[src/rtl/tdp_ram_pkg.sv]
// Shared constants for the dual-port RAM and the FIFO controller wrapped around it.
//   DATA_W        RAM word width
//   ADDR_W        RAM address width
//   DEPTH         number of RAM words
//   RAM_RD_LAT    registered read latency of the RAM, in cycles
//   RAM_WE_ACTIVE level of we_a/we_b that performs a write
package tdp_ram_pkg;
  localparam int   DATA_W        = 8;
  localparam int   ADDR_W        = 6;
  localparam int   DEPTH         = 1 << ADDR_W;
  localparam int   RAM_RD_LAT    = 1;
  localparam logic RAM_WE_ACTIVE = 1'b0;
endpackage

[src/rtl/fifo_skid2.sv]
// Two-entry FIFO that holds words returned by the RAM until the consumer takes them.
// The head entry is a register and drives dout directly.
// Ports:
//   clk    clock
//   sclr   synchronous active-low clear
//   push   write din this cycle (caller guarantees space, or a same-cycle pop)
//   din    data to write
//   pop    remove the head this cycle (caller guarantees valid)
//   dout   head entry
//   valid  head entry is valid
//   cnt    number of entries held, 0..2
module fifo_skid2 #(
  parameter int DW = 8
) (
  input  logic          clk,
  input  logic          sclr,
  input  logic          push,
  input  logic [DW-1:0] din,
  input  logic          pop,
  output logic [DW-1:0] dout,
  output logic          valid,
  output logic [1:0]    cnt
);
  logic [DW-1:0] e0;  // head
  logic [DW-1:0] e1;  // second entry

  always_ff @(posedge clk) begin
    if (!sclr) begin
      e0  <= '0;
      e1  <= '0;
      cnt <= 2'd0;
    end else begin
      case ({push, pop})
        2'b10: begin
          if (cnt == 2'd0) e0 <= din;
          else             e1 <= din;
          cnt <= cnt + 2'd1;
        end
        2'b01: begin
          e0  <= e1;
          cnt <= cnt - 2'd1;
        end
        2'b11: begin
          // Count is unchanged; with one entry the new word becomes the head,
          // with two the second entry moves up and the new word takes its place.
          if (cnt == 2'd1) begin
            e0 <= din;
          end else begin
            e0 <= e1;
            e1 <= din;
          end
        end
        default: ;
      endcase
    end
  end

  assign dout  = e0;
  assign valid = (cnt != 2'd0);
endmodule

[src/rtl/tdp_ram_fifo_ctrl.sv]
// Turns a 64x8 dual-port RAM into a synchronous FIFO. Port A writes, port B reads.
// A 2-entry output buffer absorbs the RAM's registered read latency so the
// output side streams one word per cycle.
//
// Handshakes: a transfer happens on a rising edge where valid and ready are both
// high; valid never depends on ready, and ready never depends on valid.
//
// Ports:
//   clk         clock
//   sclr        synchronous active-low reset (also drives the RAM clear)
//   in_data     write data
//   in_valid    write request
//   in_ready    controller can take a word (not full, not in reset)
//   out_data    head-of-FIFO data, registered
//   out_valid   out_data is valid
//   out_ready   consumer takes the head word
//   ram_words   words held in RAM, excluding in-flight reads and the output buffer
//   full        RAM holds DEPTH words
//   empty       nothing stored anywhere
//   ram_*_a     RAM port A drive (write side)
//   ram_*_b     RAM port B drive (read side), ram_dout_b returns read data
module tdp_ram_fifo_ctrl
  import tdp_ram_pkg::*;
#(
  parameter int DW = DATA_W,
  parameter int AW = ADDR_W
) (
  input  logic          clk,
  input  logic          sclr,
  input  logic [DW-1:0] in_data,
  input  logic          in_valid,
  output logic          in_ready,
  output logic [DW-1:0] out_data,
  output logic          out_valid,
  input  logic          out_ready,
  output logic [AW:0]   ram_words,
  output logic          full,
  output logic          empty,
  output logic [DW-1:0] ram_din_a,
  output logic [AW-1:0] ram_addr_a,
  output logic          ram_we_a,
  output logic [DW-1:0] ram_din_b,
  output logic [AW-1:0] ram_addr_b,
  output logic          ram_we_b,
  input  logic [DW-1:0] ram_dout_b
);
  localparam logic [AW:0] FULL_CNT = AW'(1) << AW;

  logic [AW-1:0] wr_ptr;
  logic [AW-1:0] rd_ptr;
  logic          rd_inflight;
  logic [1:0]    obuf_cnt;
  logic          push;
  logic          pop;
  logic          rd_en;
  logic [2:0]    credit_used;

  assign full     = (ram_words == FULL_CNT);
  assign in_ready = ~full & sclr;
  assign push     = in_valid & in_ready;
  assign pop      = out_valid & out_ready;

  // Slots the output buffer will occupy after this edge if no new read is issued.
  // A pop always has an entry behind it, so the subtraction cannot wrap.
  assign credit_used = {1'b0, obuf_cnt} + {2'b0, rd_inflight} - {2'b0, pop};
  // ram_words only counts words whose write edge has passed, so a word being
  // written this cycle is never the one read.
  assign rd_en = sclr & (ram_words != '0) & (credit_used < 3'd2);

  always_ff @(posedge clk) begin
    if (!sclr) begin
      wr_ptr      <= '0;
      rd_ptr      <= '0;
      ram_words   <= '0;
      rd_inflight <= 1'b0;
    end else begin
      if (push)  wr_ptr <= wr_ptr + AW'(1);
      if (rd_en) rd_ptr <= rd_ptr + AW'(1);
      case ({push, rd_en})
        2'b10:   ram_words <= ram_words + (AW+1)'(1);
        2'b01:   ram_words <= ram_words - (AW+1)'(1);
        default: ;
      endcase
      rd_inflight <= rd_en;
    end
  end

  fifo_skid2 #(.DW(DW)) u_obuf (
    .clk   (clk),
    .sclr  (sclr),
    .push  (rd_inflight),
    .din   (ram_dout_b),
    .pop   (pop),
    .dout  (out_data),
    .valid (out_valid),
    .cnt   (obuf_cnt)
  );

  assign empty = (ram_words == '0) & ~rd_inflight & (obuf_cnt == 2'd0);

  assign ram_din_a  = in_data;
  assign ram_addr_a = wr_ptr;
  assign ram_we_a   = push ? RAM_WE_ACTIVE : ~RAM_WE_ACTIVE;
  assign ram_din_b  = '0;
  assign ram_addr_b = rd_ptr;
  assign ram_we_b   = ~RAM_WE_ACTIVE;
endmodule
[config.mk]
export PLATFORM = sky130hd
export DESIGN_NAME = tdp_ram_fifo_ctrl
export DESIGN_NICKNAME = d
export VERILOG_FILES = /design/src/rtl/tdp_ram_pkg.sv /design/src/rtl/fifo_skid2.sv /design/src/rtl/tdp_ram_fifo_ctrl.sv
export SDC_FILE = /design/constraint.sdc
export NUM_CORES = 1
export LEC_CHECK = 0
export CORE_MARGIN = 2
export CORE_UTILIZATION = 40
export CTS_CLUSTER_SIZE = 24
export DETAILED_ROUTE_END_ITERATION = 10
export GPL_TIMING_DRIVEN = 0
export PLACE_DENSITY = 0.71
export SLEW_MARGIN = 20
export SYNTH_ARGS = -nofsm -noshare
export SYNTH_HDL_FRONTEND = slang
export SYNTH_SLANG_ARGS = --single-unit
[constraint.sdc]
create_clock -name clk -period 10.3 [get_ports clk]
set_input_delay 1.545 -clock clk [delete_from_list [all_inputs] [get_ports clk]]
set_output_delay 1.545 -clock clk [all_outputs]
set_load 0.05 [all_outputs]
## Yosys cells after proc, flatten, opt, wreduce, memory -nomap -nowiden

Index checks and enable logic that the tools add are counted.
Widths: inputs -> output; s select.

| operators by class | value |
|---|---|
| divide/modulo/power cells | 0 |
| reductions and logical operators | 10 |
| add/sub/neg operators | 8 |
| bitwise operators | 9 |
| mux-type cells | 9 |
| eq/ne operators | 10 |
| shift operators | 0 |
| $mul | 0 |
| $lt $le $gt $ge | 1 |

Operators by type and width:

| cell | count |
|---|---|
| $mux 8 | 4 |
| $pmux 8 s3 | 1 |
| $pmux 8 s2 | 1 |
| $pmux 7 s2 | 1 |
| $add 6x1->6 const B | 2 |
| $reduce_bool 2->1 | 4 |
| $add 7x1->7 const B | 1 |
| $and 1x1->1 | 7 |
| $eq 7x7->1 const B | 1 |
| $logic_not 7->1 | 1 |
| $reduce_bool 7->1 | 1 |
| $sub 7x1->7 const B | 1 |
| $eq 2x1->1 const B | 3 |
| $eq 2x2->1 const B | 3 |
| $ne 2x2->1 const B | 3 |
| $pmux 2 s2 | 1 |
| $add 2x1->3 | 1 |
| $lt 3x2->1 const B | 1 |
| $reduce_and 3->1 | 1 |
| $reduce_bool 3->1 | 1 |
| $sub 3x1->3 | 1 |
| $add 2x1->2 const B | 1 |
| $logic_not 2->1 | 1 |
| $not 1->1 | 2 |
| other kinds (3) | 3 |

| storage, ports and cells | value |
|---|---|
| memory bits (read-only) | 0 |
| output and inout bits | 49 |
| bits in writable memories | 0 |
| logic and storage cells | 54 |
| input port bits | 20 |
| bits in latches | 0 |
| register bits after elaboration | 38 |
| memories | 0 |

## Depth between registers and ports, before layout

Gate-level depths: netlist of run 1.

| depth | value |
|---|---|
| depth in word-level cells | 7 |
| depth in mapped cells | 17 |
| depth with buffers taken out | 16 |

## Hierarchy

Synthesis of run 1 repeated with hierarchy kept, for this count alone.

| unflattened totals | value |
|---|---|
| cell total of the unflattened synthesis | 241 |
| area total of the unflattened synthesis | 2228.4 µm² |

By module, submodules not included:

| module | instances | area each (µm²) | seq. area each (µm²) | cells each |
|---|---|---|---|---|
| tdp_ram_fifo_ctrl | 1 | 1382.6 | 400.4 | 156 |
| fifo_skid2 | 1 | 845.8 | 360.3 | 85 |

## Worst setup path before layout of run 1

OpenSTA, ideal clock, no wires.

| path | value |
|---|---|
| kind | input to register |
| start | input port out_ready |
| end | register ram_words[4] |
| stages | 15 |
| slack | 5.710 ns |
| library setup time | 0.070 ns |
| arrival | 4.520 ns |
| path buffers | 1 |
| data required time | 10.230 ns |
| cell sequence | nand2b_1 -> clkbuf_1 -> xnor2_1 -> nand2_1 -> fa_1 -> nand2_1 -> a311o_1 -> inv_1 -> ha_1 -> inv_1 -> fa_1 -> nor2b_1 -> o21ai_0 -> a211o_1 -> a21oi_1 |

| between the ends | value |
|---|---|
| word-level cells in the longest chain between the ends | 6 |
| elaborated cells between the ends (all ways) | 8 |
| classes of those cells | 1 x add/sub; 1 x order compare; 2 x eq/ne; 1 x mux; 2 x bitwise; 1 x reduce/logical |

RTL lines:

| item | line | source |
|---|---|---|
| start: declaration | tdp_ram_fifo_ctrl.sv:35 | `input logic out_ready,` |
| $and 1x1->1 (*) | tdp_ram_fifo_ctrl.sv:61 | `assign pop = out_valid & out_ready;` |
| $sub 3x1->3 (*) | tdp_ram_fifo_ctrl.sv:65 | `assign credit_used = {1'b0, obuf_cnt} + {2'b0, rd_inflight} - {2'b0, pop};` |
| $lt 3x2->1 (*) | tdp_ram_fifo_ctrl.sv:68 | `assign rd_en = sclr & (ram_words != '0) & (credit_used < 3'd2);` |
| $and 1x1->1 (*) | tdp_ram_fifo_ctrl.sv:68 |  |
| net rd_en | tdp_ram_fifo_ctrl.sv:55 | `logic rd_en;` |
| $eq 2x1->1 or $eq 2x2->1 (tied branches) | tdp_ram_fifo_ctrl.sv:79 | `case ({push, rd_en})` |
| $pmux 7 s2 or $reduce_bool 2->1 (tied branches) | -- |  |
| end signal: assignment | tdp_ram_fifo_ctrl.sv:80 | `2'b10: ram_words <= ram_words + (AW+1)'(1);` |
| end signal: assignment | tdp_ram_fifo_ctrl.sv:81 | `2'b01: ram_words <= ram_words - (AW+1)'(1);` |
| end: declaration | tdp_ram_fifo_ctrl.sv:36 | `output logic [AW:0] ram_words,` |

The timed path passes the listed nets; every way through them passes the cells marked *.
A chain may end at the register's enable or synchronous reset.

## Worst setup path after layout of run 1

| path | value |
|---|---|
| start | input port sclr |
| end | output port in_ready |

| between the ends | value |
|---|---|
| word-level cells in the longest chain between the ends | 1 |

RTL lines:

| item | line | source |
|---|---|---|
| start: declaration | tdp_ram_fifo_ctrl.sv:29 | `input logic sclr,` |
| $and 1x1->1 | tdp_ram_fifo_ctrl.sv:59 | `assign in_ready = ~full & sclr;` |
| end: declaration | tdp_ram_fifo_ctrl.sv:32 | `output logic in_ready,` |

Every way passes these cells.

==> metrics.md, run 1 <==
| Metric | Value |
|---|---|
| Status | `completed` |
| Starting density of the core | `41.0%` |
| Reg2Reg Launch Point | `u_obuf.cnt[1]$_SDFFE_PN0P_` |
| Worst R2R Path Depth | `17` |
| Avg WL per Cell | `12.3 um` |
| Die Wd | `~76 um` |
| CP required | `about 8.8 ns` |
| DRC viols | `0` |
| Core ar. | `a little over 0.005 sq mm` |
| Worst-path maximum fanout | `10` |
| GR Overflow Total | `0` |
| F_max | `about 180 MHz` |
| GPL Wtd Cong | `0.793` |
| Initial antenna violation count | `0` |
| Final slew viol count | `0` |
| Clock sink count | `38` |
| Period minus WS final | `5.47 ns` |
| Pwr Density | `308 mW/mm^2` |
| Post-CTS Setup Bufs | `0` |
| Critical Path Sink Type | `output port` |
| Clock slew at reported path FFs | `approximately 0.07 ns` |
| Library cells used by synthesis | `44` |
| CTS resizes | `0` |
| Gr usage total | `between 15 and 20%` |
| Share of cells above drive strength 1 | `under 10%` |
| Root Driver | `clkbuf_8` |
| HP Start | `ram_addr_a[5]$_SDFFE_PN0P_` |
| CP Data Arrival Time | `~3.9 ns` |
| Seq/Total Area, Yosys | `between 30% and 40%` |
| TritonCTS Buffers | `5` |
| Vias/cell | `slightly below 5` |
| First-pass GRT wire length | `about 7.6 mm` |
| Post-layout power | `between 0.0008 and 0.0009 W` |
| CTS Buffer Depth | `2` |
| Setup violators final | `0` |
| Reg-to-reg critical path endpoint | `ram_words[4]$_SDFFE_PN0P_` |
| Final WL | `about 4.6 mm` |
| Commonest non-fill, non-tap cells in the layout | `51 x clkdlybuf4s50_1, 38 x dfxtp_1, 32 x nor2_1` |
| Multi-input gate area | `0.00113 sq mm` |
| Final setup TNS | `0 ns` |
| PortBufs | `51` |
| Filler cells | `roughly 470` |
| Htree depth | `2` |
| Peak supply drop | `about 0.15 mV` |
| Die area | `0.00577 sq mm` |
| Syn. warnings | `0` |
| ANT nets after route | `0` |
| # diodes | `0` |
| Io pins | `a little under 70` |
| Placement row count | `26` |
| Final Cycle Share | `roughly 53%` |
| DR vias | `1801` |
| Startpoint Class | `input port` |
| #FFs+latches synth | `38` |
| Pin count of the biggest net entering global routing | `13` |
| Commonest non-fill, non-tap cell in the layout | `clkdlybuf4s50_1` |
| Mean cell area of the mapped netlist | `approximately 8.8 sq um` |
| Nets | `333` |
| RSZ-0062 raised after global routing | `no` |
| Mapped Area | `between 0.002 and 0.0025 sq mm` |
| Layout Skew | `~0.0041 ns` |
| CTS Hold Buffers Added | `0` |
| Worst hold stages | `2` |
| Vias in the first global route | `approximately 1600` |
| Tightest Pin Transition | `~0.88 ns` |
| Worst min path class | `reg -> reg` |
| Hold endpoint | `ram_addr_a[5]$_SDFFE_PN0P_` |
| Post-Syn Instances | `approximately 240` |
| Initial DRC count | `85` |
| Die Ht | `75.9 um` |
| Leak | `~1.2 nW` |
| Area delta synth->final | `37.1%` |
| DRT Pass-1 Iters | `4` |
| CTS tree | `done` |
| Worst-Skew Late Latency | `approximately 0.29 ns` |
| Final hold vios | `0` |
| Crit Path Category | `in -> out` |
| Rel. slew slack | `between 40% and 50%` |
| R2r setup slk | `between 6 and 7 ns` |
| Max_cap viols | `0` |
| Register Area | `~760 sq um` |
| Post-DP HPWL | `between 3 and 4 mm` |
-- layout make-up --
type / instances / share of cell area [%]
Multi-Input combinational cell: 167 / 39.7
Clock buffer: 6 / 2.91
Timing Repair Buffer: 51 / 18.0
Sequential cell: 38 / 26.8
Clock inverter: 2 / 2.12
Buffer: 26 / 5.73
Inverter: 12 / 1.59
Tap cell: 70 / 3.09
-- through the flow --
stage	setup slack (ns)	cells	area [sq um]	hold WS, ns	util [%]
2_1_floorplan	5.71	243	2100	0.460	-
3_3_place_gp	4.82	364	2690	0.467	53.4
3_5_place_dp	4.81	364	2690	0.478	53.4
4_1_cts	4.81	372	2840	0.490	56.3
5_1_grt	4.67	372	2840	0.524	56.3
6_report	4.83	372	2840	0.482	56.3
-- synth_stat cells, drive strengths merged --
library cell	number	share of area (%)
nand2b	2	0.60
o41ai	1	0.42
o211ai	1	0.36
ha	10	6.0
o21a	2	0.73
nor3b	4	1.5
a211oi	9	3.5
a21oi	9	2.2
buf	19	6.6
a31oi	4	1.2
dfxtp	38	37
o2111ai	1	0.42
nor4	2	0.60
a21o	2	0.73
a311o	1	0.48
nor3	2	0.48
or2	1	0.30
xnor2	5	2.1
conb	2	0.36
or3	1	0.30
xor2	3	1.3
a21bo	1	0.48
mux2i	21	10
o311ai	1	0.42
nand3b	1	0.36
and3	1	0.30
nand2	14	2.5
nand3	6	1.5
clkbuf	7	1.3
nor2	32	5.8
nor4b	1	0.42
a211o	1	0.42
a311oi	1	0.42
nor2b	2	0.60
inv	12	2.2
fa	2	1.9
o31ai	2	0.73
or4	4	1.5
o21ai	5	1.2
nand4	3	0.91
-- layer usage --
layer  track usage [%]  share of wire (%)  up-vias
met4              4.91               0.85        0
met1              21.0                 47      821
met2              26.8                 47       44
li1                  -                  -      932
met5                 0                  0        -
met3              3.81                4.6        4
-- state kept, by name (all words and copies together), names as in the netlist --
register	count
ram_addr_a	6
ram_addr_b	6
ram_words	7
rd_inflight	1
u_obuf.cnt	2
u_obuf.dout	8
u_obuf.e1	8
-- how the worst max path moves through the flow --
stage                         start                         to  slack [ns]  cells past startpoint
after floorplan           out_ready  ram_words[4]$_SDFFE_PN0P_        5.71                     15
after global placement    out_ready  ram_words[4]$_SDFFE_PN0P_        4.82                     16
after detailed placement       sclr                   in_ready        4.81                      6
after CTS                      sclr                   in_ready        4.81                      6
after global routing           sclr                   in_ready        4.67                      6
final                          sclr                   in_ready        4.83                      6
-- worst max-delay path, stage by stage --
cell             delay (ns)
clkdlybuf4s50_1        0.54
clkbuf_1               0.40
inv_1                  0.15
clkbuf_1               0.31
nor2_1                 0.17
clkdlybuf4s50_1        0.81
-- cells by family (layout without fill, tap and decap cells) --
kind of cell	count (synthesis)	after routing	share of synthesized area, %
and+or+nand+nor	76	76	17.6
AOI/OAI and AO/OA	41	41	13.7
DFF	38	38	36.8
buffers and inverters	38	97	10.0
muxes	21	21	10.2
adders and majority gates	12	12	7.98
xor gates and xnor gates	8	8	3.39
other	2	9	0.363
-- report_power, final --
part / internal [W] / total [W] / leakage, nW / switching (W)
Sequential: 0.000182 / 0.000218 / 0.309 / 0.0000356
Combinational: 0.000177 / 0.000501 / 0.782 / 0.000323
Clock: 0.000103 / 0.000157 / 0.0714 / 0.0000533
Power figures use the tool's default switching activity.
==> inputs of run 2 (changes only) <==
==> constraint.sdc (replaced) <==
create_clock -name clk -period 5.25 [get_ports clk]
set_input_delay 0.7875 -clock clk [delete_from_list [all_inputs] [get_ports clk]]
set_output_delay 0.7875 -clock clk [all_outputs]
set_load 0.05 [all_outputs]
==> results of run 2 <==
The final DEF is identical to that of run 1. Status: completed.
Among the figures that moved: setup slack after placement 4.81 ns -> 0.558 ns; clock-pin slew on the worst setup and hold paths 0.07 ns -> 0.08 ns; setup slack after layout 4.83 ns -> 0.805 ns; start point of the critical path sclr -> out_ready; end point of the critical path in_ready -> ram_words[4]$_SDFFE_PN0P_; register-to-register setup slack 6.03 ns -> 0.98 ns; total power 0.000875 W -> 0.00172 W; worst IR drop on VDD 0.147 mV -> 0.289 mV
==> inputs of run 3 (changes only) <==
--- a/config.mk
+++ b/config.mk
@@ -10,7 +10,7 @@
 export CTS_CLUSTER_SIZE = 24
 export DETAILED_ROUTE_END_ITERATION = 10
 export GPL_TIMING_DRIVEN = 0
-export PLACE_DENSITY = 0.71
+export PLACE_DENSITY = 0.74
 export SLEW_MARGIN = 20
 export SYNTH_ARGS = -nofsm -noshare
 export SYNTH_HDL_FRONTEND = slang
==> constraint.sdc (replaced) <==
create_clock -name clk -period 4 [get_ports clk]
set_input_delay 0.6 -clock clk [delete_from_list [all_inputs] [get_ports clk]]
set_output_delay 0.6 -clock clk [all_outputs]
set_load 0.05 [all_outputs]
==> metrics.md, run 3 (synthesized netlist as in run 1, its figures left out) <==
| Metric | Value |
|---|---|
| Worst-Skew Late Latency | `0.29 ns (about the same)` |
| Pwr Density | `approximately 760 mW/mm^2` |
| DR vias | `1797 (-0.22%)` |
| Area delta synth->final | `35.0%` |
| Nets | `333 (unchanged)` |
| Die Wd | `75.9 um (unchanged)` |
| CP required | `~4.2 ns` |
| Gr usage total | `16.0% (-0.13 points)` |
| Crit Path Category | `in -> reg` |
| Rel. slew slack | `40.3% (-1.0 points)` |
| R2r setup slk | `0.23 ns` |
| Peak supply drop | `between 0.3 and 0.4 mV` |
| Post-DP HPWL | `3.42 mm (-0.14%)` |
| Starting density of the core | `41.0% (unchanged)` |
| Period minus WS final | `about 3.8 ns` |
| Htree depth | `2 (unchanged)` |
| Setup violators final | `0 (unchanged)` |
| HP Start | `ram_addr_b[4]$_SDFFE_PN0P_` |
| Final slew viol count | `0 (unchanged)` |
| CTS Hold Buffers Added | `0 (unchanged)` |
| Pin count of the biggest net entering global routing | `11 (-2)` |
| Hold endpoint | `ram_addr_b[4]$_SDFFE_PN0P_` |
| Worst hold stages | `1 (-1)` |
| ANT nets after route | `0 (unchanged)` |
| Commonest non-fill, non-tap cells in the layout | `51 x clkdlybuf4s50_1, 37 x dfxtp_1, 32 x nor2_1` |
| Leak | `1.13 nW (-2.5%)` |
| Vias in the first global route | `1660 (+0.73%)` |
| GPL Wtd Cong | `0.830 (+4.7%)` |
| Vias/cell | `4.84 (about the same)` |
| Avg WL per Cell | `12.3 um (+0.20%)` |
| F_max | `roughly 260 MHz` |
| Initial antenna violation count | `0 (unchanged)` |
| Clock slew at reported path FFs | `about 0.070 ns` |
| RSZ-0062 raised after global routing | `no` |
| Commonest non-fill, non-tap cell in the layout | `clkdlybuf4s50_1` |
| Tightest Pin Transition | `0.894 ns (+0.0157 ns)` |
| TritonCTS Buffers | `5 (unchanged)` |
| DRT Pass-1 Iters | `4 (unchanged)` |
| Io pins | `69 (unchanged)` |
| Root Driver | `clkbuf_8` |
| Share of cells above drive strength 1 | `11.0% (+1.4 points)` |
| Die area | `0.00577 sq mm (unchanged)` |
| # diodes | `0 (unchanged)` |
| Final setup TNS | `0 ns (unchanged)` |
| Final WL | `4.57 mm (about the same)` |
| Die Ht | `75.9 um (unchanged)` |
| First-pass GRT wire length | `7.65 mm (+0.91%)` |
| Layout Skew | `0.00654 ns (+0.00239 ns)` |
| Worst-path maximum fanout | `9` |
| Startpoint Class | `input port` |
| Initial DRC count | `115 (+35%)` |
| Filler cells | `488 (+3.2%)` |
| Status | `completed` |
| Max_cap viols | `0 (unchanged)` |
| Critical Path Sink Type | `flip-flop` |
| Placement row count | `26 (unchanged)` |
| GR Overflow Total | `0 (unchanged)` |
| Clock sink count | `38 (unchanged)` |
| Final hold vios | `0 (unchanged)` |
| Final Cycle Share | `between 90% and 100%` |
| CTS tree | `done` |
| Reg2Reg Launch Point | `u_obuf.cnt[0]$_SDFFE_PN0P_` |
| Post-layout power | `approximately 0.0021 W` |
| DRC viols | `0 (unchanged)` |
| CTS Buffer Depth | `2 (unchanged)` |
| Worst R2R Path Depth | `16 (-1)` |
| CP Data Arrival Time | `about 4.0 ns` |
| Core ar. | `0.00504 sq mm (unchanged)` |
| Reg-to-reg critical path endpoint | `ram_words[4]$_SDFFE_PN0P_` |
| PortBufs | `51 (unchanged)` |
| Worst min path class | `reg -> reg` |
[run 3: cell count changes in the layout (fill, tap and decap cells not counted), sizes merged]
| cell | previous run | this run |
|---|---|---|
| buf | 19 | 20 |
| bufinv | 2 | 0 |
[run 3: worst max-delay path by stage]
stage | start | endpoint | slack [ns] | depth (start not counted)
2_1_floorplan | u_obuf.cnt[1]$_SDFFE_PN0P_ | ram_words[4]$_SDFFE_PN0P_ | 0.25 | 17
3_3_place_gp | out_ready | ram_words[4]$_SDFFE_PN0P_ | -0.51 | 16
3_5_place_dp | out_ready | ram_words[4]$_SDFFE_PN0P_ | -0.57 | 16
4_1_cts | out_ready | ram_words[4]$_SDFFE_PN0P_ | 0.02 | 15
5_1_grt | out_ready | ram_words[6]$_SDFFE_PN0P_ | 0.002 | 15
6_report | out_ready | ram_words[4]$_SDFFE_PN0P_ | 0.20 | 15
[run 3: power by group]
part | internal [W] | switching (W)
registers | 0.000470 | 0.0000886
clock network | 0.000120 | 0.000128
logic | 0.000487 | 0.000838
total | 0.00108 | 0.00106
[run 3: critical path, cell delays in order]
cell	delay (ns)
clkdlybuf4s50_1	0.51
nand2b_2	0.13
xnor2_1	0.19
nand2_1	0.10
fa_1	0.48
nand2_1	0.06
a311o_2	0.42
inv_2	0.13
ha_4	0.20
inv_1	0.08
fa_1	0.40
nor2b_2	0.20
o21ai_0	0.11
a211o_1	0.27
a21oi_1	0.13
[run 3: layer usage]
metal | part of all wire [%] | global-route usage [%] | vias to the layer above
met5 | 0 | 0 | -
met4 | 0.96 | 4.91 | 0
met3 | 5.0 | 4.29 | 5
met2 | 49 | 26.5 | 36
met1 | 45 | 20.5 | 824
li1 | - | - | 932
[run 3: layout make-up]
class,instances,area (sq um),share of cell area [%]
multi-input combinational,167,1150,41.0
clock buffer,7,76.3,2.73
buffer,25,159,5.69
sequential,38,762,27.3
tap,70,87.6,3.13
timing repair buffer,52,518,18.5
inverter,12,45.0,1.61
[run 3: per-stage QoR]
| step | setup slack (ns) | utilization [%] | cell area, sq um | std cells | hold slack (ns) |
|---|---|---|---|---|---|
| floorplan | 0.253 | - | 2100 | 243 | 0.460 |
| finish | 0.198 | 55.4 | 2790 | 371 | 0.487 |
| global route | 0.00175 | 55.4 | 2790 | 371 | 0.518 |
| CTS | 0.0185 | 55.2 | 2780 | 370 | 0.489 |
| detailed placement | -0.565 | 53.4 | 2690 | 364 | 0.476 |
| global placement | -0.509 | 53.4 | 2690 | 364 | 0.466 |
[run 3: repair_timing]
item                                   CTS  global route
endpoints found under the hold margin    0             0
resized for setup                        3             4
setup buffers                            0             1
setup endpoints to repair                4             4
